**src/rtl/regfile_wb_arbiter_pkg.sv**
```systemverilog
// Shared types and sizes for the register-file write-back path.
package regfile_pkg;

  localparam int unsigned XLEN     = 32;
  localparam int unsigned AW       = 5;
  localparam int unsigned NUM_REGS = 2 ** AW;
  localparam int unsigned REG_ZERO = 0;

  typedef enum logic {
    REQ_ALU = 1'b0,
    REQ_LSU = 1'b1
  } wb_req_e;

endpackage

```
**src/rtl/regfile_wb_arbiter_rr_arbiter2.sv**
```systemverilog
// Two-way write-back grant logic with last-grant pointer.
// Policy: round-robin with RF_WB_ARB_RR_EN, else fixed LSU-over-ALU priority.
module rr_arbiter2
  import regfile_pkg::*;
(
  input  logic    clk,
  input  logic    rst_n,
  input  logic    i_req_alu,
  input  logic    i_req_lsu,
  output logic    o_gnt_alu,
  output logic    o_gnt_lsu,
  output wb_req_e o_last
);

  wb_req_e r_last;
  logic    w_alu_wins;

  always_comb begin
`ifdef RF_WB_ARB_RR_EN
    w_alu_wins = (r_last == REQ_LSU);
`else
    w_alu_wins = 1'b0;
`endif
    o_gnt_alu = i_req_alu & (~i_req_lsu | w_alu_wins);
    o_gnt_lsu = i_req_lsu & ~o_gnt_alu;
  end

  // A grant always completes a transfer, so the pointer moves on any grant.
  always_ff @(posedge clk or negedge rst_n) begin
    if (!rst_n) begin
      r_last <= REQ_LSU;
    end else if (o_gnt_alu || o_gnt_lsu) begin
      r_last <= o_gnt_lsu ? REQ_LSU : REQ_ALU;
    end
  end

  assign o_last = r_last;

endmodule

```
**src/rtl/regfile_wb_arbiter.sv**
```systemverilog
// Write-back arbiter for the register-file write port plus pending-write scoreboard.
// Arbitration policy selected by macro RF_WB_ARB_RR_EN (see rr_arbiter2).
module regfile_wb_arbiter
  import regfile_pkg::*;
#(
  parameter int unsigned XLEN = regfile_pkg::XLEN,
  parameter int unsigned AW   = regfile_pkg::AW
) (
  input  logic                 clk,
  input  logic                 rst_n,
  input  logic                 alu_wb_valid,
  output logic                 alu_wb_ready,
  input  logic [AW-1:0]        alu_wb_addr,
  input  logic [XLEN-1:0]      alu_wb_data,
  input  logic                 lsu_wb_valid,
  output logic                 lsu_wb_ready,
  input  logic [AW-1:0]        lsu_wb_addr,
  input  logic [XLEN-1:0]      lsu_wb_data,
  input  logic                 issue_valid,
  input  logic [AW-1:0]        issue_rd,
  output logic [(2**AW)-1:0]   busy,
  output logic                 write_en,
  output logic [AW-1:0]        write_address_0,
  output logic [XLEN-1:0]      write_data,
  output logic                 last_grant
);

  localparam logic [AW-1:0] ZERO_ADDR = AW'(REG_ZERO);

  logic                w_gnt_alu;
  logic                w_gnt_lsu;
  wb_req_e             w_last;
  logic                w_xfer;
  logic [AW-1:0]       w_addr;
  logic [XLEN-1:0]     w_data;
  logic [(2**AW)-1:0]  w_busy_nxt;

  logic                r_write_en;
  logic [AW-1:0]       r_waddr;
  logic [XLEN-1:0]     r_wdata;
  logic [(2**AW)-1:0]  r_busy;

  rr_arbiter2 u_arb (
    .clk       (clk),
    .rst_n     (rst_n),
    .i_req_alu (alu_wb_valid),
    .i_req_lsu (lsu_wb_valid),
    .o_gnt_alu (w_gnt_alu),
    .o_gnt_lsu (w_gnt_lsu),
    .o_last    (w_last)
  );

  always_comb begin
    w_xfer = w_gnt_alu | w_gnt_lsu;
    w_addr = w_gnt_lsu ? lsu_wb_addr : alu_wb_addr;
    w_data = w_gnt_lsu ? lsu_wb_data : alu_wb_data;
  end

  always_ff @(posedge clk or negedge rst_n) begin
    if (!rst_n) begin
      r_write_en <= 1'b0;
      r_waddr    <= '0;
      r_wdata    <= '0;
    end else begin
      r_write_en <= w_xfer && (w_addr != ZERO_ADDR);
      if (w_xfer) begin
        r_waddr <= w_addr;
        r_wdata <= w_data;
      end
    end
  end

  // Clear before set so a same-cycle issue to the written register keeps it busy.
  always_comb begin
    w_busy_nxt = r_busy;
    if (r_write_en) begin
      w_busy_nxt[r_waddr] = 1'b0;
    end
    if (issue_valid && (issue_rd != ZERO_ADDR)) begin
      w_busy_nxt[issue_rd] = 1'b1;
    end
    w_busy_nxt[0] = 1'b0;
  end

  always_ff @(posedge clk or negedge rst_n) begin
    if (!rst_n) begin
      r_busy <= '0;
    end else begin
      r_busy <= w_busy_nxt;
    end
  end

  assign alu_wb_ready    = w_gnt_alu;
  assign lsu_wb_ready    = w_gnt_lsu;
  assign write_en        = r_write_en;
  assign write_address_0 = r_waddr;
  assign write_data      = r_wdata;
  assign busy            = r_busy;
  assign last_grant      = w_last;

endmodule

```
**config.mk**
```make
export PLATFORM = sky130hd
export DESIGN_NAME = regfile_wb_arbiter
export DESIGN_NICKNAME = d
export VERILOG_FILES = /design/src/rtl/regfile_wb_arbiter_pkg.sv /design/src/rtl/regfile_wb_arbiter_rr_arbiter2.sv /design/src/rtl/regfile_wb_arbiter.sv
export SDC_FILE = /design/constraint.sdc
export NUM_CORES = 1
export LEC_CHECK = 0
export ABC_AREA = 1
export CAP_MARGIN = 20
export CORE_ASPECT_RATIO = 0.8
export CORE_MARGIN = 8
export CORE_UTILIZATION = 55
export CTS_BUF_LIST = sky130_fd_sc_hd__clkbuf_4
export CTS_CLUSTER_DIAMETER = 40
export DETAILED_ROUTE_END_ITERATION = 10
export DONT_BUFFER_PORTS = 1
export GPL_TIMING_DRIVEN = 0
export PLACE_DENSITY = 0.7
export SKIP_CTS_REPAIR_TIMING = 1
export SLEW_MARGIN = 30
export SYNTH_ARGS = -nofsm -noshare
export SYNTH_HDL_FRONTEND = slang
export SYNTH_SLANG_ARGS = --single-unit
```
**constraint.sdc**
```tcl
create_clock -name clk -period 1.7 [get_ports clk]
set_clock_uncertainty 0.1 [all_clocks]
set_input_delay 0.51 -clock clk [delete_from_list [all_inputs] [get_ports clk]]
set_output_delay 0.51 -clock clk [all_outputs]
set_load 0.03 [all_outputs]
```
==> results.cfg <==
[logic_synthesis]
yosys-top-cells-count = 118 x nand2_1, 69 x dfrtp_1, 67 x o21ai_0, 55 x nand3_1, 17 x inv_1
ys_warn_count = 0
synth_top_family_by_area = simple AND/OR/NAND/NOR gates
synth_nets = 434
syn_inst = 350
seq_area_frac_synth_pct = 58.6
synth-edff-count = 0
synthSimpleGateAreaFrac_pct = 24.7
yosysMostFrequentCell = nand2_1
synthTopCellsByArea = dfrtp_1 58%, nand2_1 15%, o21ai_0 11%
synth_compound_gate_area_share_pct = 11.6
synthXorXnorAreaFrac_pct = 0
async_flop_share_pct = 100
synth.avg_cell_area_um2 = 8.54
synth-main-ff-cell = dfrtp_1
synthAdderAreaFrac_pct = 0
syn_area_um2 = 2990
ys_ff_latch = 70
ys_types = 14
yosys.area.top_type = dfrtp_1
synth_mux_area_share_pct = 0
synth_top_area_share_pct = 57.8

[cells_and_area]
utilization_pct = 60.5
final.fill_count = 500
final_area_um2 = 3230
antennaDiodeCount = 0
multi_input_comb_area_um2 = 1090
final_cells = 431
syn_to_final_growth_pct = 8.20
fin_nets = 445
final-seq-area_um2 = 1760
drive_gt1_share_pct = 9.84

[drt]
first_iter_violations = 131
drcViolationCount = 0
via_per_inst = 5.74
num_vias = 2476
wl_mm = 8.21
dr.pass1.iters = 4
ant_nets = 0
routedWlPerCell_um = 19.0

[floorplanning]
chipHeight_um = 81.9
start_util_pct = 55.9
io_pins = 157
core_um2 = 5350
die-area_um2 = 8060
rows = 24
die-width_um = 98.4

[cts]
cts_root_buf = clkbuf_4
ctsHtreeMaxLevel = 3
numClockSinks = 70
cts.clk_slew.worst_paths_ps = 120
cts_inserted_buffers = 9
cts_tree = yes
cts.path.max_buffers = 2
clock_latency_ps = 410

[worst_setup_path]
rrSetupSlack_ps = 200
timing.rr.end = busy[2]
r2r-start = write_address_0[0]
arrival_ps = 1070
crit_type = register to primary output
worstPathRequired_ps = 1090
cp-start-kind = register
worst-path-max-fanout = 2
rr_worst_depth = 4
endpoint_kind = primary output

[pwr]
pwr-share-clk_pct = 24.4
vdd_drop_max_uv = 622
p_comb_share_pct = 10.2
p_sw_share_pct = 41.6
internal-power_mw = 2.82
power.density_nw_per_um2 = 1490
switching_power_mw = 2.01
leakage_nw = 1.49
p_seq_share_pct = 65.4

[job]
maxCapViolCount = 0

[timing]
final.min_clock_period_ps = 1680
fin_crit_sh_pct = 98.5
rsz0062_at_grt = yes
setup_violations = 0
slew_viol_final = 0
whs_ps = -329
hold_violations = 70
clock.fmax_ghz = 0.597

[placed_design]
port_buffers = 0
place_hpwl_mm = 6.24
gp_congestion = 0.835
dp_cells = 415
placed_cell_area_um2 = 3070

[global_route]
grt_pass1_wl_mm = 12.7
antenna_found_initial = 0
overflow = 0
grt_pass1_vias = 2464
grt_max_degree = 71
grt_use_total_pct = 20.5

[hold_path]
hp-class = input pin to asynchronous set/reset pin

[run_status]
violations = negative hold slack
status = complete, but fails checks
kinds of logic after synthesis:
logic type	count (synthesis)
compound gates	69
flops	70
other cells	1
simple gates	178
buf+inv	32
routing by layer:
metal  GRT usage, %  vias up  routed length (um)
met5              0        -                   0
met4           7.48        0                 111
met3           10.3       12                1070
met2           31.0      145                3740
met1           24.9     1139                3290
li1               -     1180                   -
registers in the layout, indices dropped and copies added (netlist names):
register and count:
write_address_0 5, busy 31, write_data 32, write_en 1, u_arb.o_last 1
placed cells by master, fill, tap and decap left out, types with 2 or more instances in the layout:
master       n
inv_2        2
o21ai_0     67
o21ai_1      2
dfrtp_1     63
nor2_1       4
inv_1       17
dfrtp_2      6
nand2_1    118
bufinv_16    2
buf_4        5
clkinv_1     2
nand3_1     55
clkbuf_4     9
buf_2        7
layout make-up:
| class | count | area share [%] |
|---|---|---|
| plain buffers | 13 | 2.36 |
| flip-flops and latches | 70 | 54.4 |
| inverters | 19 | 2.21 |
| clock buffers | 9 | 2.09 |
| clock inverters | 7 | 2.75 |
| multi-input cells | 248 | 33.7 |
| well taps | 65 | 2.51 |
how the worst max path moves through the flow:
| stage | startpoint | to | slack (ps) | cells after the start |
|---|---|---|---|---|
| floorplan | lsu_wb_valid | alu_wb_ready | 190 | 4 |
| global placement | lsu_wb_valid | alu_wb_ready | 90 | 4 |
| detailed placement | lsu_wb_valid | alu_wb_ready | 80 | 4 |
| CTS | u_arb.o_last | last_grant | -7 | 0 |
| global route | u_arb.o_last | last_grant | -30 | 0 |
| finish | u_arb.o_last | last_grant | 20 | 0 |
metrics by stage:
step                hold WS (ps)  total power [mW]  TNS, ps  worst slack (ps)
global route                -367              5.08    -30.6             -30.6
CTS                         -354              4.86    -11.8             -7.49
global placement             117              3.65        0              94.4
finish                      -329              4.83        0              24.9
detailed placement           116              3.69        0              83.7
floorplan                    114              3.46        0               194
power groups by stage:
| stage | logic [mW] | clock network, mW | registers [mW] |
|---|---|---|---|
| global placement | 0.464 | 0 | 3.19 |
| global route | 0.599 | 1.27 | 3.21 |
| finish | 0.494 | 1.18 | 3.16 |
| CTS | 0.494 | 1.20 | 3.17 |
| floorplan | 0.393 | 0 | 3.06 |
| detailed placement | 0.493 | 0 | 3.20 |
Power figures use the tool's default switching activity.
